`src/rtl/wb_cp0_exc.sv`:
```
// wb_cp0_exc: write-back stage with CP0 (STATUS/CAUSE/EPC/COUNT/COMPARE) and exception/eret redirect.
module wb_cp0_exc #(
  parameter logic [31:0] EXC_ENTER_ADDR = 32'd0,
  parameter int NUM_HW_INT = 6,
  parameter int COUNT_DIV = 2
) (
  input  logic                  clk,
  input  logic                  resetn,
  input  logic                  wb_valid,
  input  logic [31:0]           wb_pc,
  input  logic                  wb_wen,
  input  logic [4:0]            wb_wdest,
  input  logic [31:0]           wb_result,
  input  logic [31:0]           wb_lo_result,
  input  logic                  hi_write,
  input  logic                  lo_write,
  input  logic                  mfhi,
  input  logic                  mflo,
  input  logic                  mfc0,
  input  logic                  mtc0,
  input  logic [7:0]            cp0r_addr,
  input  logic                  syscall,
  input  logic                  brk,
  input  logic                  eret,
  input  logic                  overflow,
  input  logic [NUM_HW_INT-1:0] hw_int,
  output logic [3:0]            rf_wen,
  output logic [4:0]            rf_wdest,
  output logic [31:0]           rf_wdata,
  output logic                  wb_over,
  output logic [4:0]            wb_wdest_o,
  output logic                  exc_valid,
  output logic [31:0]           exc_pc,
  output logic                  cancel,
  output logic                  timer_int,
  output logic [31:0]           hi_data,
  output logic [31:0]           lo_data
);
  localparam int DW = COUNT_DIV > 1 ? $clog2(COUNT_DIV) : 1;
  localparam logic [7:0] A_COUNT = 8'h48, A_CMP = 8'h58, A_STATUS = 8'h60, A_CAUSE = 8'h68, A_EPC = 8'h70;

  logic [31:0] hi_q, hi_d, lo_q, lo_d, epc_q, epc_d, count_q, count_d, compare_q, compare_d;
  logic [7:0] im_q, im_d;
  logic exl_q, exl_d, ie_q, ie_d, ti_q, ti_d;
  logic [1:0] ipsw_q, ipsw_d;
  logic [4:0] code_q, code_d;
  logic [DW-1:0] div_q, div_d;
  logic [5:0] hw6;
  logic [7:0] ip;
  logic [4:0] code;
  logic [31:0] cp0_rdata;
  logic int_take, exc, eret_take, retire, tick;
  logic w_count, w_cmp, w_status, w_cause, w_epc;

  // Unused hardware lines zero-extend, so IP[7] only sees hw_int[5] when all six exist
  assign hw6       = 6'(hw_int);
  assign ip        = {ti_q | hw6[5], hw6[4:0], ipsw_q};
  assign int_take  = wb_valid & ie_q & ~exl_q & |(ip & im_q);
  assign exc       = wb_valid & (int_take | overflow | syscall | brk);
  assign code      = int_take ? 5'd0 : overflow ? 5'd12 : syscall ? 5'd8 : 5'd9;
  assign eret_take = wb_valid & eret & ~exc;
  assign retire    = wb_valid & ~exc;
  assign w_count   = retire & mtc0 & (cp0r_addr == A_COUNT);
  assign w_cmp     = retire & mtc0 & (cp0r_addr == A_CMP);
  assign w_status  = retire & mtc0 & (cp0r_addr == A_STATUS);
  assign w_cause   = retire & mtc0 & (cp0r_addr == A_CAUSE);
  assign w_epc     = retire & mtc0 & (cp0r_addr == A_EPC);
  assign tick      = div_q == DW'(COUNT_DIV - 1);

  assign cp0_rdata = cp0r_addr == A_COUNT  ? count_q :
                     cp0r_addr == A_CMP    ? compare_q :
                     cp0r_addr == A_STATUS ? {16'd0, im_q, 6'd0, exl_q, ie_q} :
                     cp0r_addr == A_CAUSE  ? {ti_q, 15'd0, ip, 1'b0, code_q, 2'd0} :
                     cp0r_addr == A_EPC    ? epc_q : 32'd0;

  assign rf_wen     = {4{retire & wb_wen}};
  assign rf_wdest   = wb_wdest;
  assign rf_wdata   = mfhi ? hi_q : mflo ? lo_q : mfc0 ? cp0_rdata : wb_result;
  assign wb_over    = wb_valid;
  assign wb_wdest_o = wb_wdest & {5{wb_valid}};
  assign exc_valid  = resetn & (exc | eret_take);
  assign cancel     = exc_valid;
  assign exc_pc     = exc ? EXC_ENTER_ADDR : epc_q;
  assign timer_int  = ti_q;
  assign hi_data    = hi_q;
  assign lo_data    = lo_q;

  always_comb begin
    hi_d      = retire & hi_write ? wb_result : hi_q;
    lo_d      = retire & lo_write ? wb_lo_result : lo_q;
    div_d     = w_count | tick ? '0 : div_q + 1'b1;
    count_d   = w_count ? wb_result : count_q + {31'd0, tick};
    compare_d = w_cmp ? wb_result : compare_q;
    ti_d      = w_cmp ? 1'b0 : ti_q | ((count_d == compare_d) & |compare_d);
    epc_d     = exc ? wb_pc : w_epc ? wb_result : epc_q;
    exl_d     = w_status ? wb_result[1] : exc ? 1'b1 : eret_take ? 1'b0 : exl_q;
    ie_d      = w_status ? wb_result[0] : ie_q;
    im_d      = w_status ? wb_result[15:8] : im_q;
    code_d    = exc ? code : code_q;
    ipsw_d    = w_cause ? wb_result[9:8] : ipsw_q;
  end

  always_ff @(posedge clk or negedge resetn) begin
    if (!resetn) begin
      hi_q <= '0; lo_q <= '0; epc_q <= '0; count_q <= '0; compare_q <= '0;
      im_q <= '0; exl_q <= 1'b0; ie_q <= 1'b0; ti_q <= 1'b0;
      ipsw_q <= '0; code_q <= '0; div_q <= '0;
    end else begin
      hi_q <= hi_d; lo_q <= lo_d; epc_q <= epc_d; count_q <= count_d; compare_q <= compare_d;
      im_q <= im_d; exl_q <= exl_d; ie_q <= ie_d; ti_q <= ti_d;
      ipsw_q <= ipsw_d; code_q <= code_d; div_q <= div_d;
    end
  end
endmodule
```
`config.mk`:
```
export PLATFORM = sky130hd
export DESIGN_NAME = wb_cp0_exc
export DESIGN_NICKNAME = d
export VERILOG_FILES = /design/src/rtl/wb_cp0_exc.sv
export SDC_FILE = /design/constraint.sdc
export NUM_CORES = 1
export LEC_CHECK = 0
export CELL_PAD_IN_SITES_DETAIL_PLACEMENT = 1
export CELL_PAD_IN_SITES_GLOBAL_PLACEMENT = 2
export CORE_MARGIN = 3
export CORE_UTILIZATION = 42
export DETAILED_ROUTE_END_ITERATION = 8
export DONT_BUFFER_PORTS = 1
export PLACE_DENSITY_LB_ADDON = 0.1
export SYNTH_ARGS = -nofsm -noshare
export SYNTH_HDL_FRONTEND = slang
export SYNTH_SLANG_ARGS = --single-unit
```
`constraint.sdc`:
```
create_clock -name clk -period 5.4 [get_ports clk]
set_input_delay 0.27 -clock clk [delete_from_list [all_inputs] [get_ports clk]]
set_output_delay 0.27 -clock clk [all_outputs]
set_load 0.05 [all_outputs]
```
**Yosys cells after proc, flatten, opt, wreduce, memory -nomap -nowiden**

Cells that the tools add are included.

- $add $sub $neg: 2
- Equality and inequality tests: 6
- Multiplexer cells: 21
- Bitwise gates (word level): 29
- Reductions and logical operators: 4

Operator list:

| operator | count |
|---|---|
| 32-bit two-way mux | 13 |
| 8-bit by 7-bit equality test with 1-bit output (second input constant) | 5 |
| 32-bit by 1-bit adder with 32-bit output | 1 |
| 32-bit equality test | 1 |
| 32-bit OR reduction | 1 |
| 1-bit AND | 18 |
| 8-bit AND | 1 |
| 8-bit OR reduction | 1 |
| 1-bit bitwise OR | 7 |
| 1-bit two-way mux | 6 |
| 5-bit AND | 1 |
| 4-bit two-way mux | 1 |
| 3-bit two-way mux | 1 |
| 3-bit nonzero test | 1 |
| 1-bit NOT | 2 |
| 2-bit nonzero test | 1 |
| 1-bit adder (second input constant) | 1 |

- Flip-flop bits (word level): 179
- Input bits: 129

**Depth between registers and ports, before layout**

Gate-level depths: netlist (run 1).

- Word-level depth: 17
- Mapped depth: 13
- Mapped depth without buffers: 11

**Least setup slack after synthesis (run 1)**

Ideal clock, no wire load.

- Kind: input port to output port
- Start: input port cp0r_addr[0]
- End: output port rf_wdata[31]
- Data arrival time: 3.243 ns
- Path slack: 1.887 ns
- Stages: 8
- Path buffers: 2
- Cells stage by stage: or4b_4 > nor4_2 > clkbuf_1 > clkbuf_1 > a222oi_1 > a311oi_1 > a21oi_1 > o21ai_0

- Longest elaborated chain between the ends: 9
- Elaborated cells on any way between the ends: 13

RTL lines:

| item | RTL line | text |
|---|---|---|
| start: declaration | 21 | `input logic [7:0] cp0r_addr,` |
| 8-bit by 7-bit equality test with 1-bit output | 74 | `cp0r_addr == A_EPC ? epc_q : 32'd0;` |
| 32-bit two-way mux | 74 |  |
| 32-bit two-way mux | 73 | `cp0r_addr == A_CAUSE ? {ti_q, 15'd0, ip, 1'b0, code_q, 2'd0} :` |
| 32-bit two-way mux | 72 | `cp0r_addr == A_STATUS ? {16'd0, im_q, 6'd0, exl_q, ie_q} :` |
| 32-bit two-way mux | 71 | `cp0r_addr == A_CMP ? compare_q :` |
| 32-bit two-way mux * | 70 | `assign cp0_rdata = cp0r_addr == A_COUNT ? count_q :` |
| 32-bit two-way mux * (3 in a row) | 78 | `assign rf_wdata = mfhi ? hi_q : mflo ? lo_q : mfc0 ? cp0_rdata : wb_result;` |
| end: declaration | 29 | `output logic [31:0] rf_wdata,` |

Mark *: on every way between the ends. The rest lies on a longest branch, timed or not.

**Worst setup path after layout (run 1)**

- Start: register ti_q, in the netlist timer_int
- End: output port exc_pc[0]

- Longest elaborated chain between the ends: 9

RTL lines:

| item | RTL line | text |
|---|---|---|
| start: declaration | 44 | `logic exl_q, exl_d, ie_q, ie_d, ti_q, ti_d;` |
| start signal: assignment | 110 | `im_q <= im_d; exl_q <= exl_d; ie_q <= ie_d; ti_q <= ti_d;` |
| 1-bit bitwise OR | 57 | `assign ip = {ti_q \| hw6[5], hw6[4:0], ipsw_q};` |
| 8-bit AND | 58 | `assign int_take = wb_valid & ie_q & ~exl_q & \|(ip & im_q);` |
| 8-bit OR reduction | 58 |  |
| 1-bit AND | 58 |  |
| 1-bit bitwise OR (3 in a row) | 59 | `assign exc = wb_valid & (int_take \| overflow \| syscall \| brk);` |
| 1-bit AND | 59 |  |
| 32-bit two-way mux | 83 | `assign exc_pc = exc ? EXC_ENTER_ADDR : epc_q;` |
| end: declaration | 33 | `output logic [31:0] exc_pc,` |

No other way between the ends.

==> impl_metrics.yaml, run 1 <==
routing:
  top_layer: "met5"
  met3WireLength_mm: 2.911
  drcViolationCount: 0
  via_per_inst: 6.323
  routed_wl_mm: 41.08
  vias: 9307
  met2WireLength_mm: 19.23
  drt-wirelength-per-cell_um: 27.90
  detail-route-antenna-nets: 0
  wl_met1_mm: 18.32
  dr.pass1.iters: 8
  drt_iter0_markers: 578
finish:
  drive_above_1_share_pct: 15.16
  fin_util_pct: 48.42
  layout.nets: 1259
  syn2layout_area_growth_pct: 12.77
place:
  place_ws_ps: 1744
  portBuffers: 0
  globalplace.congestion: 0.8309
  hpwlAfterDp_mm: 26.70
grt:
  grtUsageTotal_pct: 29.06
  grt_max_degree: 178
  antenna_found_initial: 2
  grt-ovfl-total: 0
  grt_pass1_vias: 9635
  grt_pass1_wl_mm: 62.22
clock_tree:
  cts_hold_buf: 66
  cts_resized: 0
  clk_latency_ps: 450
  cts_made_buffers: 17
  htreeDepth: 4
  cts-root-buf: "clkbuf_16"
  cts_sinks: 177
  cts_tree: "yes"
  clk_path_buf_depth: 2
  clk_pin_slew_worst_paths_ps: 70
  cts_setup_buffers: 0
yosys:
  synth_area_sq_um: 10840
  muxShareOfSynthArea_pct: 16.50
  synth_fa_ha_area_share_pct: 0.2308
  synth_seq_area_share_pct: 40.85
  synth_compound_area_share_pct: 15.54
  synth_warnings: 0
  synth_fp_nets: 1272
  ys_types: 64
  ys_ff_latch: 177
  syn_inst: 1141
  synth_top_family_by_area: "multiplexers"
  synth_xor_xnor_area_share_pct: 6.577
  synth_edf_count: 0
  avgSynthCellArea_sq_um: 9.503
  synth_flop_cell: "dfrtp_1"
  async_reset_ff_share_pct: 100.0
  synth-simple-area-share_pct: 14.77
floorplan:
  die_y_um: 166.7
  coreArea_sq_um: 25250
  start_util_pct: 42.93
  dieArea_sq_um: 27780
  row_count: 58
  die_w_um: 166.7
  num_io_pins: 275
timing:
  rsz0062_at_grt: "no"
  finalSetupViolCount: 0
  timing.final.crit_share_pct: 71.07
  fin_crit_ps: 3838
  finalHoldViolCount: 0
  drv_slew: 0
  tightest_slew_ps: 1157
  final.setup.tns_ps: 0
  timing.final.ws_setup_ps: 1562
  max_freq_ghz: 0.2606
  finClkSkew_ps: 16.09
  relSlewSlack_pct: 22.85
critical_path:
  worstPathRequired_ps: 5130
  arrival_ps: 3570
  worstSetupPathType: "reg -> out"
  crit_fanout: 47
  endpoint_kind: "output pin"
  worst_setup_path_start_kind: "flip-flop"
power_and_ir_drop:
  p_per_area_nw_per_um2: 349.7
  max-vdd-ir-drop_mv: 0.2035
  p_leak_uw: 0.005129
hold_path:
  min_path_type: "in -> reg"
status:
  status: "completed"
flow_run:
  cap_violations: 0
-- state kept, by name, summed over array words and instances (netlist names) --
name	cells
compare_q	32
count_q	32
epc_q	32
hi_data	32
lo_data	32
im_q	8
code_q	3
ipsw_q	2
div_q	1
exl_q	1
ie_q	1
timer_int	1
-- final cells by class --
class / count / area (sq um)
antenna: 1 / 2.502
tap: 330 / 412.9
clock buffer: 19 / 452.9
multi-input combinational: 817 / 5862
sequential: 177 / 4429
timing repair buffer: 75 / 758.2
clock inverter: 13 / 160.2
fill: 2785 / 13030
inverter: 40 / 150.1
-- synthesized netlist by cell type (4+ instances only) --
cell	n	area (sq um)
a31oi_1	5	31.28
a21oi_1	93	465.5
mux2i_1	46	460.4
nor3_1	10	50.05
and2_1	43	269.0
a311oi_1	5	43.79
dfrtp_1	177	4429
mux2_2	116	1306
inv_1	40	150.1
clkbuf_1	66	247.7
and3_1	9	56.30
o211ai_1	9	67.56
xor2_1	30	262.8
nand2b_1	4	25.02
nand4_1	19	118.9
buf_1	23	86.33
a222oi_1	23	230.2
nand2_1	64	240.2
a22oi_1	12	90.09
nor4_1	25	156.4
nor2_1	104	390.4
a211oi_1	38	285.3
nand3_1	16	80.08
o21ai_0	42	210.2
buf_2	7	35.03
o22ai_1	4	25.02
buf_4	10	75.07
a2111oi_0	5	43.79
xnor2_1	41	359.1
-- stage by stage --
step	area (sq um)	power, uW	instances	hold slack, ps
floorplan	10840	2781	1141	-25.59
global placement	10930	2884	1373	-12.62
detailed placement	10930	2902	1373	-14.19
CTS	12230	4309	1471	0.4190
global route	12230	4456	1471	3.411
finish	12230	4276	1472	9.325
-- kinds of logic after synthesis --
group / Yosys count
and+or+nand+nor: 317
AOI/OAI and AO/OA: 259
DFF: 177
muxes: 164
buffers and inverters: 147
xor gates and xnor gates: 75
adders and majority gates: 2
-- cell usage in the layout (no fill, tap or decap), types with 9 or more instances in the layout --
master and count:
a222oi_1 23, nand2_1 64, mux2_2 116, a22oi_1 12
nand4_1 19, xor2_1 30, dfrtp_1 177, nor2_1 104
dlygate4sd3_1 65, nor3_1 9, xnor2_1 41, nand3_1 14
o211ai_1 9, clkbuf_16 17, mux2i_1 46, o21ai_0 37
inv_1 40, a211oi_1 38, nor4_1 25, and2_1 43
a21oi_1 93
-- routing by layer --
metal,GRT usage [%],vias to the layer above
met5,0,-
met4,7.138,4
met3,7.026,44
met2,46.64,372
met1,39.90,4796
li1,-,4091
-- where the power goes --
part / internal [uW] / leakage (uW) / switching [uW]
sequential: 1490 / 0.00219 / 601
clock: 689 / 0.000296 / 631
combinational: 310 / 0.00264 / 556
-- worst paths after layout --
kind                                start            end  slack (ps)  cells past startpoint
worst max-delay path            timer_int      exc_pc[0]        1560                      8
worst min-delay path             overflow      code_q[2]           9                      2
worst max register to register  timer_int    hi_data[19]        1780                      8
worst min register to register      div_q          div_q         430                      1
max in group asynchronous          resetn    count_q[13]        4010                      2
min in group asynchronous          resetn  compare_q[13]         410                      2
-- worst max-delay path, cell delays in order (launching register included) --
cell     delay [ps]
dfrtp_1         660
o21ai_0         260
and3_1          250
nand2_1          70
nand2_1         120
nand2_1         180
o21ai_4         650
buf_12          340
and2_1          580
(Power assumes the default switching activity.)
==> run 2: changes to the inputs <==
CORE_UTILIZATION = 35   (was 42)
clock period = 3.3 ns   (was 5.4 ns; I/O delays follow)
==> run 2 against run 1 <==
Effect of this change:
- the run now ends with negative hold slack left
- critical path depth increased by 4
- routed wire length increased by 8.2%
- final cell count increased by 11%
- power increased by 66%
- flip-flop and latch count unchanged
- final area increased by 10%
==> impl_metrics.yaml, run 2 (synthesis gave the netlist of run 1 again) <==
routing:
  drt_iter0_markers: 676
  vias: 9498
  drcViolationCount: 0
  detail-route-antenna-nets: 0
  drt-wirelength-per-cell_um: 27.10
  dr.pass1.iters: 5
  routed_wl_mm: 44.45
  via_per_inst: 5.791
clock_tree:
  htreeDepth: 4
  cts_made_buffers: 17
  cts_tree: "yes"
  cts_hold_buf: 101
  cts-root-buf: "clkbuf_16"
  cts_sinks: 177
  clk_latency_ps: 450
  clk_path_buf_depth: 2
  cts_setup_buffers: 0
  clk_pin_slew_worst_paths_ps: 80
critical_path:
  cp_top_family: "simple AND/OR/NAND/NOR gates"
  arrival_ps: 3470
  r2r_setup_slack_ps: 200
  worstSetupPathType: "reg -> reg"
  crit_fanout: 4
  r2r_end: "timer_int"
  cp_cell_sequence: "ha_1 > ha_1 > nand3_1 > nor4_2 > buf_4 > nand4_1 > xor2_1 > a211oi_1 > a2111oi_0 > nor4_1 > nand4_1 > o21ai_1"
  worst_r2r_startpoint: "count_q[0]"
  path_buf_inv: 1
  worst_setup_path_start_kind: "flip-flop"
  ff2ff_path_depth: 12
  endpoint_kind: "flip-flop"
  slowest_delay_ps: 360
  worstPathRequired_ps: 3670
  cpMaxStageDelayCell: "nor4_1"
grt:
  grt_pass1_vias: 10140
  antenna_found_initial: 1
  grtUsageTotal_pct: 26.37
  grt_pass1_wl_mm: 66.43
  grt_max_degree: 179
  grt-ovfl-total: 0
timing:
  final.setup.tns_ps: 0
  relSlewSlack_pct: 41.90
  drv_slew: 0
  finalSetupViolCount: 0
  timing.final.crit_share_pct: 93.93
  tightest_slew_ps: 871.4
  finalHoldViolCount: 177
  max_freq_ghz: 0.3226
  finClkSkew_ps: 15.13
  fin_crit_ps: 3100
  hold_slack_ps: -584.5
finish:
  fin_util_pct: 44.66
  antennaDiodeCount: 0
  syn2layout_area_growth_pct: 24.01
  drive_above_1_share_pct: 19.84
  final_cell_mix: "177 x dfrtp_1, 116 x mux2_2, 104 x nor2_1, 101 x dlygate4sd3_1, 93 x a21oi_1"
  layout_commonest_cell: "dfrtp_1"
  layout.nets: 1369
floorplan:
  start_util_pct: 36.01
  num_io_pins: 275
  coreArea_sq_um: 30110
  row_count: 63
  dieArea_sq_um: 33130
  die_w_um: 182.0
  die_y_um: 182.0
place:
  hpwlAfterDp_mm: 29.77
  globalplace.congestion: 0.8738
  portBuffers: 0
hold_path:
  min_path_type: "in -> async"
flow_run:
  cap_violations: 0
power_and_ir_drop:
  p_per_area_nw_per_um2: 527.6
  max-vdd-ir-drop_mv: 0.3886
  p_leak_uw: 0.005701
status:
  violations: "negative hold slack"
  status: "complete, but fails checks"
[run 2: changes by cell type in the layout (fill, tap and decap cells not counted), sizes merged]
cell,change
buf,+74
dlygate4sd3,+36
clkbuf,+2
clkinvlp,+2
diode,-1
inv,-5
[run 2: layout make-up]
type,instances,area (sq um)
sequential,177,4429
clock buffer,21,460.4
fill,3378,16660
timing repair buffer,185,1929
tap,390,488.0
inverter,40,150.1
clock inverter,10,102.6
multi-input combinational,817,5887
[run 2: worst max path at each step]
stage | startpoint | end | cells past startpoint
global route | count_q[0] | timer_int | 12
finish | count_q[0] | timer_int | 12
floorplan | cp0r_addr[0] | rf_wdata[0] | 10
CTS | count_q[0] | timer_int | 11
global placement | count_q[0] | timer_int | 11
detailed placement | count_q[0] | timer_int | 11
[run 2: per-stage QoR]
step | cells | setup slack [ps] | power (uW) | cell area [sq um] | hold WS (ps)
3_5_place_dp | 1508 | 118.1 | 4955 | 11850 | -117.4
5_1_grt | 1640 | -5.939 | 7399 | 13450 | -604.8
6_report | 1640 | 200.4 | 7094 | 13450 | -584.5
4_1_cts | 1640 | 94.97 | 7152 | 13420 | -595.8
2_1_floorplan | 1141 | 3.188 | 4552 | 10840 | -130.6
3_3_place_gp | 1508 | 270.3 | 4929 | 11850 | -114.8
[run 2: power by group]
| part | internal [uW] | switching (uW) |
|---|---|---|
| Sequential | 2440 | 979 |
| Clock | 1090 | 956 |
| Combinational | 702 | 931 |
| Total | 4230 | 2870 |
[run 2: timing repair]
| item | 4_1_cts | 5_1_grt |
|---|---|---|
| hold endpoints to repair | 341 | 177 |
| setup endpoints to repair | 0 | 1 |
| gates resized for setup | 0 | 5 |
[run 2: metal layers]
| layer | wire length, um | GRT usage (%) | share of wire, % | up-vias |
|---|---|---|---|---|
| met3 | 2955 | 6.571 | 6.6 | 38 |
| met4 | 602 | 5.241 | 1.4 | 0 |
| met1 | 20090 | 35.70 | 45 | 4848 |
| met5 | 0 | 0 | 0 | - |
| li1 | - | - | - | 4304 |
| met2 | 20800 | 43.07 | 47 | 308 |
[run 2: worst reg2reg max path: cells and delay by family (launching register included)]
kind	cells	cell delay, ps
buf+inv	1	190
xor+xnor	1	240
flops	1	350
fa+ha+maj	2	410
compound gates	3	520
simple gates	5	1310
==> run 3: changes to the inputs <==
CORE_UTILIZATION = 39   (was 35)
SETUP_SLACK_MARGIN = 0.02   (was not set)
clock period = 3.55 ns   (was 3.3 ns; I/O delays follow)
==> run 3 against run 2 <==
Effect of this change:
- the flow still finishes with violations (negative hold slack)
- clock power decreased by 6%
- global-route usage grew 2.0 points
- register-to-register slack improved by 96 ps
- final area is 3.6% lower
- largest cell class unchanged
- largest power group unchanged
- highest routed layer unchanged
==> impl_metrics.yaml, run 3 (synthesis gave the netlist of run 1 again) <==
floorplan:
  dieArea_sq_um: 29840
  coreArea_sq_um: 27180
  die_w_um: 172.7
  num_io_pins: 275
  die_y_um: 172.7
  row_count: 60
  start_util_pct: 39.90
finish:
  antennaDiodeCount: 0
  final_cell_mix: "177 x dfrtp_1, 116 x mux2_2, 104 x nor2_1, 101 x dlygate4sd3_1, 93 x a21oi_1"
  layout_commonest_cell: "dfrtp_1"
  layout.nets: 1340
  syn2layout_area_growth_pct: 19.55
  drive_above_1_share_pct: 17.84
  fillerInstances: 3054
clock_tree:
  cts_hold_buf: 101
  clk_latency_ps: 450
  cts_setup_buffers: 0
  cts_made_buffers: 17
  htreeDepth: 4
  cts_resized: 0
  clk_path_buf_depth: 2
  cts_tree: "yes"
  clk_pin_slew_worst_paths_ps: 80
  cts-root-buf: "clkbuf_16"
  cts_sinks: 177
grt:
  grt_pass1_vias: 10140
  grtUsageTotal_pct: 28.33
  antenna_found_initial: 2
  grt-ovfl-total: 0
  grt_max_degree: 179
  grt_pass1_wl_mm: 65.55
critical_path:
  endpoint_kind: "flip-flop"
  path_buf_inv: 0
  slowest_delay_ps: 600
  arrival_ps: 3620
  worst_setup_path_start_kind: "flip-flop"
  worstPathRequired_ps: 3920
  crit_fanout: 4
  cp_cell_sequence: "ha_1 > ha_1 > nand3_1 > nor3_1 > xnor2_1 > a21o_1 > o2111a_1 > a32oi_1 > a2111oi_0 > nand3_1 > o21ai_1"
  worstSetupPathType: "reg -> reg"
  cpMaxStageDelayCell: "nor3_1"
  cp_top_family: "compound AO/OA/AOI/OAI gates"
timing:
  max_freq_ghz: 0.3074
  finalHoldViolCount: 177
  relSlewSlack_pct: 49.25
  fin_crit_ps: 3253
  hold_slack_ps: -574.4
  timing.final.ws_setup_ps: 296.7
  rsz0062_at_grt: "no"
  drv_slew: 0
  final.setup.tns_ps: 0
  timing.final.crit_share_pct: 91.64
  tightest_slew_ps: 750.9
  finClkSkew_ps: 15.39
  finalSetupViolCount: 0
power_and_ir_drop:
  p_per_area_nw_per_um2: 500.2
  max-vdd-ir-drop_mv: 0.3263
  p_leak_uw: 0.005487
flow_run:
  cap_violations: 0
routing:
  routed_wl_mm: 42.44
  dr.pass1.iters: 7
  drt-wirelength-per-cell_um: 26.62
  drt_iter0_markers: 696
  drcViolationCount: 0
  detail-route-antenna-nets: 0
  vias: 9490
  via_per_inst: 5.954
status:
  status: "complete, but fails checks"
  violations: "negative hold slack"
hold_path:
  min_path_type: "in -> async"
place:
  globalplace.congestion: 0.8508
  hpwlAfterDp_mm: 28.18
  place_ws_ps: 332.6
  portBuffers: 0
## run 3: changes by cell type in the layout (fill, tap and decap cells not counted), sizes merged
cell	previous run	this run
buf	84	55
clkinv	2	7
clkbuf	21	18
clkinvlp	4	1
inv	43	46
bufinv	1	0
## run 3: worst paths after layout
check | from | end | slack [ps] | cells after the start
worst max-delay path | count_q[0] | timer_int | 300 | 11
worst min-delay path | resetn | epc_q[14] | -570 | 0
worst max register to register | count_q[0] | timer_int | 300 | 11
worst min register to register | div_q | div_q | 440 | 1
max in group asynchronous | resetn | compare_q[29] | 3810 | 0
min in group clk | wb_result[8] | hi_data[8] | 30 | 2
## run 3: through the flow
stage                     util (%)  cells  cell area [sq um]  power [uW]
after floorplan                  -   1141              10840        4231
after global placement       41.84   1461              11370        4456
after detailed placement     41.84   1461              11370        4481
after CTS                    47.70   1594              12960        6525
after global routing         47.70   1594              12960        6760
final                        47.70   1594              12960        6484
## run 3: area by class of cell
type,instances,area [sq um],share of cell area [%]
Tap cell,372,465.4,3.591
Clock inverter,14,142.6,1.100
Multi-Input combinational cell,817,5862,45.22
Timing Repair Buffer,156,1474,11.37
Clock buffer,18,439.2,3.388
Sequential cell,177,4429,34.17
Inverter,40,150.1,1.158
## run 3: where the power goes
| part | internal [uW] | leakage [uW] | total (uW) | switching (uW) |
|---|---|---|---|---|
| Combinational | 559 | 0.00301 | 1400 | 839 |
| Clock | 955 | 0.000284 | 1920 | 961 |
| Sequential | 2270 | 0.00219 | 3170 | 905 |
## run 3: routing by layer
metal  routed length [um]  vias up  global-route usage, %
li1                     -     4260                      -
met3                 2784       49                  6.632
met4                  885        0                  7.297
met1                19080     4842                  38.40
met5                    0        -                      0
met2                19690      339                  45.90
## run 3: worst reg2reg max path, cell delays in order, from the launching register on
cell and delay, ps:
dfrtp_1 350, ha_1 190, ha_1 190, nand3_1 200, nor3_1 600, xnor2_1 270, a21o_1 240, o2111a_1 200
a32oi_1 90, a2111oi_0 570, nand3_1 150, o21ai_1 140
